--- src/rtl/spi_flash_responder.sv ---
// spi_flash_responder
//   Far-end model of the single-bit SPI status-register subset of a
//   W25Q64CV flash.  Decodes Write Enable (06h), Write Disable (04h),
//   Write Status Register (01h) and Read Status Register 1/2 (05h/35h),
//   and models WEL/BUSY so an initiator's poll loop ends realistically.
//   The SPI pins are oversampled on ACLK (SPI mode 0, MSB first).
//
// Ports
//   ACLK      system clock, all logic on the rising edge
//   ARESETn   asynchronous active-low reset
//   sclk      SPI clock from the initiator (asynchronous to ACLK)
//   cs_n      chip select, active-low
//   mosi      serial data from the initiator
//   miso      serial data to the initiator
//   miso_oe   drive enable for miso (IO1 is tristated when 0)
//   sr1       status register 1 {SRP0,SEC,TB,BP2,BP1,BP0,WEL,BUSY}
//   sr2       status register 2 (bit 1 = QE)
//   cmd_done  one-cycle pulse when cs_n deasserts after a recognised opcode
module spi_flash_responder #(
  parameter int         BUSY_CYCLES = 64,
  parameter logic [7:0] SR2_INIT    = 8'h00
) (
  input  logic       ACLK,
  input  logic       ARESETn,
  input  logic       sclk,
  input  logic       cs_n,
  input  logic       mosi,
  output logic       miso,
  output logic       miso_oe,
  output logic [7:0] sr1,
  output logic [7:0] sr2,
  output logic       cmd_done
);

  localparam int             CNT_W     = (BUSY_CYCLES < 2) ? 1 : $clog2(BUSY_CYCLES + 1);
  localparam logic [CNT_W-1:0] BUSY_LOAD = CNT_W'(BUSY_CYCLES);
  localparam logic [7:0]     OP_WREN   = 8'h06;
  localparam logic [7:0]     OP_WRDI   = 8'h04;
  localparam logic [7:0]     OP_WRSR   = 8'h01;
  localparam logic [7:0]     OP_RDSR1  = 8'h05;
  localparam logic [7:0]     OP_RDSR2  = 8'h35;

  typedef enum logic [2:0] {
    ST_IDLE, ST_OPCODE, ST_WSR_DATA, ST_READ_OUT, ST_IGNORE
  } state_t;

  function automatic logic is_known(input logic [7:0] op);
    return (op == OP_WREN) || (op == OP_WRDI) || (op == OP_WRSR) ||
           (op == OP_RDSR1) || (op == OP_RDSR2);
  endfunction

  // Synchronizers: stage [0] and [1] form the 2-flop synchronizer, stage [2]
  // holds the previous synchronized value for edge detection.  cs_n resets
  // to "low" so a transaction already in flight at reset release never
  // produces a falling edge; a real high phase must be seen first.
  logic [2:0] sclk_sync_q;
  logic [2:0] cs_sync_q;
  logic [1:0] mosi_sync_q;

  always_ff @(posedge ACLK or negedge ARESETn) begin
    if (!ARESETn) begin
      sclk_sync_q <= 3'b000;
      cs_sync_q   <= 3'b000;
      mosi_sync_q <= 2'b00;
    end else begin
      sclk_sync_q <= {sclk_sync_q[1:0], sclk};
      cs_sync_q   <= {cs_sync_q[1:0], cs_n};
      mosi_sync_q <= {mosi_sync_q[0], mosi};
    end
  end

  logic sclk_rise, sclk_fall, cs_rise, cs_fall, mosi_s;
  assign sclk_rise = sclk_sync_q[1] & ~sclk_sync_q[2];
  assign sclk_fall = ~sclk_sync_q[1] & sclk_sync_q[2];
  assign cs_rise   = cs_sync_q[1] & ~cs_sync_q[2];
  assign cs_fall   = ~cs_sync_q[1] & cs_sync_q[2];
  assign mosi_s    = mosi_sync_q[1];

  state_t           state_q, state_d;
  logic [2:0]       bit_cnt_q, bit_cnt_d;
  logic [1:0]       byte_cnt_q, byte_cnt_d;
  logic             recog_q, recog_d;
  logic             src_q, src_d;
  logic [2:0]       rd_idx_q, rd_idx_d;
  logic             miso_q, miso_d;
  logic             miso_oe_q, miso_oe_d;
  logic             cmd_done_q, cmd_done_d;
  logic [7:0]       sr1_q, sr1_d;
  logic [7:0]       sr2_q, sr2_d;
  logic [CNT_W-1:0] busy_cnt_q, busy_cnt_d;
  logic [7:0]       shift_q, shift_d;
  logic [7:0]       snap_q, snap_d;
  logic [5:0]       wsr1_q, wsr1_d;
  logic [7:0]       wsr2_q, wsr2_d;

  logic [7:0] byte_v;
  logic [7:0] live_v;
  assign byte_v = {shift_q[6:0], mosi_s};
  assign live_v = src_q ? sr2_q : sr1_q;

  always_comb begin
    state_d    = state_q;
    bit_cnt_d  = bit_cnt_q;
    byte_cnt_d = byte_cnt_q;
    recog_d    = recog_q;
    src_d      = src_q;
    rd_idx_d   = rd_idx_q;
    miso_d     = miso_q;
    miso_oe_d  = miso_oe_q;
    cmd_done_d = 1'b0;
    sr1_d      = sr1_q;
    sr2_d      = sr2_q;
    busy_cnt_d = busy_cnt_q;
    shift_d    = shift_q;
    snap_d     = snap_q;
    wsr1_d     = wsr1_q;
    wsr2_d     = wsr2_q;

    // BUSY and WEL drop together on the cycle the counter reaches zero.
    if (sr1_q[0]) begin
      if (busy_cnt_q <= CNT_W'(1)) begin
        busy_cnt_d = '0;
        sr1_d[1:0] = 2'b00;
      end else begin
        busy_cnt_d = busy_cnt_q - CNT_W'(1);
      end
    end

    unique case (state_q)
      ST_IDLE: begin
        bit_cnt_d  = 3'd7;
        shift_d    = 8'h00;
        byte_cnt_d = 2'd0;
        recog_d    = 1'b0;
        miso_d     = 1'b0;
        miso_oe_d  = 1'b0;
        if (cs_fall) state_d = ST_OPCODE;
      end
      ST_OPCODE: begin
        if (sclk_rise) begin
          shift_d   = byte_v;
          bit_cnt_d = bit_cnt_q - 3'd1;
          if (bit_cnt_q == 3'd0) begin
            recog_d = is_known(byte_v);
            state_d = ST_IGNORE;
            // While busy only the status reads are honoured.
            if (!sr1_q[0] || byte_v == OP_RDSR1 || byte_v == OP_RDSR2) begin
              case (byte_v)
                OP_WREN: sr1_d[1] = 1'b1;
                OP_WRDI: sr1_d[1] = 1'b0;
                OP_WRSR: if (sr1_q[1]) state_d = ST_WSR_DATA;
                OP_RDSR1, OP_RDSR2: begin
                  state_d  = ST_READ_OUT;
                  src_d    = (byte_v == OP_RDSR2);
                  rd_idx_d = 3'd7;
                end
                default: ;
              endcase
            end
          end
        end
      end
      ST_WSR_DATA: begin
        // Only complete bytes are kept; bytes past the second are dropped.
        if (sclk_rise) begin
          shift_d   = byte_v;
          bit_cnt_d = bit_cnt_q - 3'd1;
          if (bit_cnt_q == 3'd0) begin
            if (byte_cnt_q == 2'd0) begin
              wsr1_d     = byte_v[7:2];
              byte_cnt_d = 2'd1;
            end else if (byte_cnt_q == 2'd1) begin
              wsr2_d     = byte_v;
              byte_cnt_d = 2'd2;
            end
          end
        end
      end
      ST_READ_OUT: begin
        // The register is sampled live at every bit 7 so a poll sees BUSY
        // clear mid-transaction; the other bits come from that snapshot.
        if (sclk_fall) begin
          miso_oe_d = 1'b1;
          rd_idx_d  = rd_idx_q - 3'd1;
          if (rd_idx_q == 3'd7) begin
            miso_d = live_v[7];
            snap_d = live_v;
          end else begin
            miso_d = snap_q[rd_idx_q];
          end
        end
      end
      ST_IGNORE: ;
      default: state_d = ST_IDLE;
    endcase

    // Deselect wins over everything and is the only point a write commits.
    if (cs_rise) begin
      state_d    = ST_IDLE;
      miso_d     = 1'b0;
      miso_oe_d  = 1'b0;
      cmd_done_d = recog_q;
      if (state_q == ST_WSR_DATA && byte_cnt_q != 2'd0) begin
        sr1_d      = {wsr1_q, 2'b11};
        busy_cnt_d = BUSY_LOAD;
        if (byte_cnt_q == 2'd2) sr2_d = wsr2_q;
      end
    end
  end

  always_ff @(posedge ACLK or negedge ARESETn) begin
    if (!ARESETn) begin
      state_q    <= ST_IDLE;
      bit_cnt_q  <= 3'd7;
      byte_cnt_q <= 2'd0;
      recog_q    <= 1'b0;
      src_q      <= 1'b0;
      rd_idx_q   <= 3'd7;
      miso_q     <= 1'b0;
      miso_oe_q  <= 1'b0;
      cmd_done_q <= 1'b0;
      sr1_q      <= 8'h00;
      sr2_q      <= SR2_INIT;
      busy_cnt_q <= '0;
    end else begin
      state_q    <= state_d;
      bit_cnt_q  <= bit_cnt_d;
      byte_cnt_q <= byte_cnt_d;
      recog_q    <= recog_d;
      src_q      <= src_d;
      rd_idx_q   <= rd_idx_d;
      miso_q     <= miso_d;
      miso_oe_q  <= miso_oe_d;
      cmd_done_q <= cmd_done_d;
      sr1_q      <= sr1_d;
      sr2_q      <= sr2_d;
      busy_cnt_q <= busy_cnt_d;
    end
  end

  // Shift and staging data; always (re)initialised by the control path
  // before it is consumed, so no reset is needed.
  always_ff @(posedge ACLK) begin
    shift_q <= shift_d;
    snap_q  <= snap_d;
    wsr1_q  <= wsr1_d;
    wsr2_q  <= wsr2_d;
  end

  assign miso     = miso_q;
  assign miso_oe  = miso_oe_q;
  assign sr1      = sr1_q;
  assign sr2      = sr2_q;
  assign cmd_done = cmd_done_q;

endmodule

--- config.mk ---
export PLATFORM = sky130hd
export DESIGN_NAME = spi_flash_responder
export DESIGN_NICKNAME = d
export VERILOG_FILES = /design/src/rtl/spi_flash_responder.sv
export SDC_FILE = /design/constraint.sdc
export NUM_CORES = 1
export LEC_CHECK = 0
export CAP_MARGIN = 0
export CELL_PAD_IN_SITES_DETAIL_PLACEMENT = 0
export CELL_PAD_IN_SITES_GLOBAL_PLACEMENT = 1
export CORE_UTILIZATION = 56
export DETAILED_ROUTE_END_ITERATION = 12
export DONT_BUFFER_PORTS = 1
export MAX_ROUTING_LAYER = met4
export PLACE_DENSITY_LB_ADDON = 0.1
export RECOVER_POWER = 100
export SLEW_MARGIN = 20
export SYNTH_ARGS = -nofsm -noshare
export SYNTH_HDL_FRONTEND = slang
export SYNTH_SLANG_ARGS = --single-unit
--- constraint.sdc ---
create_clock -name ACLK -period 5.54 [get_ports ACLK]
set_input_delay 1.108 -clock ACLK [delete_from_list [all_inputs] [get_ports ACLK]]
set_output_delay 1.108 -clock ACLK [all_outputs]
set_load 0.05 [all_outputs]
==> flow_summary.toml <==
[status]
status = "complete, no violations"

[pwr]
power.density_mw_per_mm2 = 323
switchingPower_mw = 0.287
pwr-share-clk_pct = 37.9
internal-power_mw = 0.856
p_comb_share_pct = 5.5
peakVddDrop_v = 0.000214
p_sw_share_pct = 25.1
seqPwrFrac_pct = 56.5
power.leakage_nw = 1.50

[timing]
rsz0062_at_grt = "no"
maxSlewViolCount = 0
fmax_mhz = 384
finalSetupTns_ps = 0
setup_viol = 0
timing.final.crit_share_pct = 47.1
worst_slew_pin_slew_ps = 1210
hold_ws_ps = 352
finalCriticalPeriod_ps = 2610
skew_ps = 10.5
relSlewSlack_pct = 19.0
finalHoldViolCount = 0

[drt]
wl_met1_microns = 2980
vias_per_cell = 5.67
highest_layer = "met4"
postRouteAntennaNets = 0
routed-via-count = 1877
wl_met2_microns = 2770
routedWlPerCell_microns = 18.3
first_pass_iters = 6
detailedRoute.firstIterationViolations = 132
routed_wl_microns = 6050
wl_met3_microns = 192
drc = 0

[synthesis]
yosys.cell_types.count = 56
synth.area.top_cells = "dfrtp_1, edfxtp_1, dfstp_2, mux2_2, mux2_4"
ys.flop_type = "dfrtp_1"
yosysTopAreaCellShare_pct = 30.8
synth_area_leader_cell = "dfrtp_1"
synth_edf_count = 29
synthCells = 249
seq_area_frac_synth_pct = 61.6
synth_nets = 261
synth_seq_cells = 76
yosysWarnings = 0
synth_async_sr_flop_share_pct = 61.8
netlist_area_sq_mm = 0.00334
postSynthAreaPerCell_sq_um = 13.4

[critical_path]
crit_family = "simple AND/OR/NAND/NOR gates"
cp_slowest_cell = "nor3b_1"
crit_arrival_ps = 2570
max_stage_delay_ps = 1000
startpoint_type = "register"
worst-setup-path-type = "reg -> reg"
critPathBufInv = 1
cp.required_ps = 5500
end_kind = "register"
crit_fanout = 8
crit_chain = "inv_1, ha_1, nand4bb_1, nor3_1, nand2_1, nor3b_1"

[clock_network]
postCtsHoldBufs = 0
cts_tree = "done"
clkLatencyLatePin_ps = 350
cts_resized = 0
clockBufferDepth = 2
clk_pin_slew_worst_paths_ps = 80
post_cts_buffers = 0
cts_inserted_buffers = 9
clock_sinks = 76
root_buffer = "clkbuf_8"
htree_num_levels = 3

[finish]
stdcell_count = 331
area_delta_synth_final_pct = 5.96
diodes = 0
multi_input_area_sq_mm = 0.00112
nNetsFinal = 266
drive_gt1_share_pct = 15.1
fillers = 441
register_area_sq_mm = 0.00205

[global_routing]
grt_use_total_pct = 22.9
grt_antenna_before_repair = 0
grt_pass1_vias = 1885
grt_pass1_wl_microns = 10000
grt_start_max_net_pins = 48
gr-total-overflow = 0

[die]
ios = 24
core-area_sq_mm = 0.00561
die_h_microns = 79.2
fp-row-count = 27
initial_core_util_pct = 59.5
dieArea_sq_mm = 0.00627
die_x_microns = 79.2

[placed_design]
place_inst = 315
portBuffers = 0
hpwl_microns = 4080
place_congestion = 0.788

[run]
maxCapViolCount = 0

[hold_path]
hp-class = "reg -> reg"
## area by class of cell
type	instances	share of cell area [%]
Sequential cell	76	58.1
Multi-Input combinational cell	151	31.8
Tap cell	72	2.55
Inverter	16	1.70
Clock inverter	7	2.37
Clock buffer	9	3.50
## sequential cells by signal, indices dropped and copies added (netlist names), 3 cells and up
name         flops
snap_q           8
cs_sync_q        3
shift_q          7
state_q          3
wsr2_q           8
bit_cnt_q        3
sr1              8
busy_cnt_q       7
rd_idx_q         3
sclk_sync_q      3
sr2              8
wsr1_q           6
## path summary, 6_finish.rpt
kind / from / endpoint / slack [ps] / cells after the start
setup / recovery: bit_cnt_q[0] / wsr2_q[7] / 2930 / 6
hold / removal: sclk_sync_q[0] / sclk_sync_q[1] / 350 / 0
setup reg to reg: bit_cnt_q[0] / wsr2_q[7] / 2930 / 6
hold reg to reg: sclk_sync_q[0] / sclk_sync_q[1] / 350 / 0
max in group asynchronous: ARESETn / rd_idx_q[0] / 4910 / 0
min in group asynchronous: ARESETn / sr2[0] / 450 / 0
## cell families (layout without fill, tap and decap cells)
| group | Yosys count | count (layout) | share of synthesized area [%] |
|---|---|---|---|
| simple gates | 77 | 77 | 14.0 |
| flops | 76 | 76 | 61.6 |
| compound gates | 34 | 34 | 6.83 |
| mux | 25 | 25 | 9.90 |
| buf+inv | 22 | 32 | 2.96 |
| xor+xnor | 8 | 8 | 2.10 |
| fa+ha+maj | 7 | 7 | 2.63 |
## routing by layer
metal / track usage [%] / vias up
met5: - / -
met3: 5.52 / 8
met4: 9.64 / 0
met1: 31.6 / 922
li1: - / 913
met2: 32.8 / 34
## metrics by stage
step                      area [sq um]  setup WS (ps)  util [%]  total power [mW]
after floorplan                   3340           3370         -             0.704
final                             3530           2930      63.0              1.14
after global routing              3530           2670      63.0              1.19
after detailed placement          3390           2930      60.4             0.724
after global placement            3390           3000      60.4             0.722
after CTS                         3590           2870      64.1              1.16
## layout by cell type (no fill, tap or decap), drive strengths merged, types with 5 or more instances in the layout
cell    Yosys  final
a21oi       7      7
and2        9      9
clkbuf      2      9
dfrtp      41     41
dfstp       6      6
edfxtp     29     29
ha          7      7
inv        16     18
mux2       20     20
nand2      13     13
nor2       14     14
nor3       15     15
o21ai       5      5
xnor2       5      5
## synth_stat cells, types with 2 or more instances
cell type   n
nand3_1     2
a21oi_1     7
dfstp_2     6
a31oi_1     3
o22ai_1     3
nor3b_1     2
dfrtp_1    41
nand2b_1    3
o21ai_0     5
nor2_1     13
o31ai_1     3
ha_1        7
xor2_1      3
and2_1      9
mux4_2      2
nor3_2      3
clkbuf_1    2
mux2_2     12
edfxtp_1   29
inv_1      16
xnor2_1     5
nor4b_1     3
nor3_1     12
o211ai_1    2
mux2i_1     3
or3_1       2
buf_6       2
a211oi_1    2
nand2_1    13
mux2_4      8
## power by group through the flow
stage                     Clock (mW)  Sequential [mW]  Combinational (mW)
final                          0.434            0.646              0.0634
after global routing           0.465            0.650              0.0722
after floorplan                    0            0.643              0.0613
after detailed placement           0            0.657              0.0664
after global placement             0            0.657              0.0653
after CTS                      0.445            0.646              0.0668
Power figures use the tool's default switching activity.
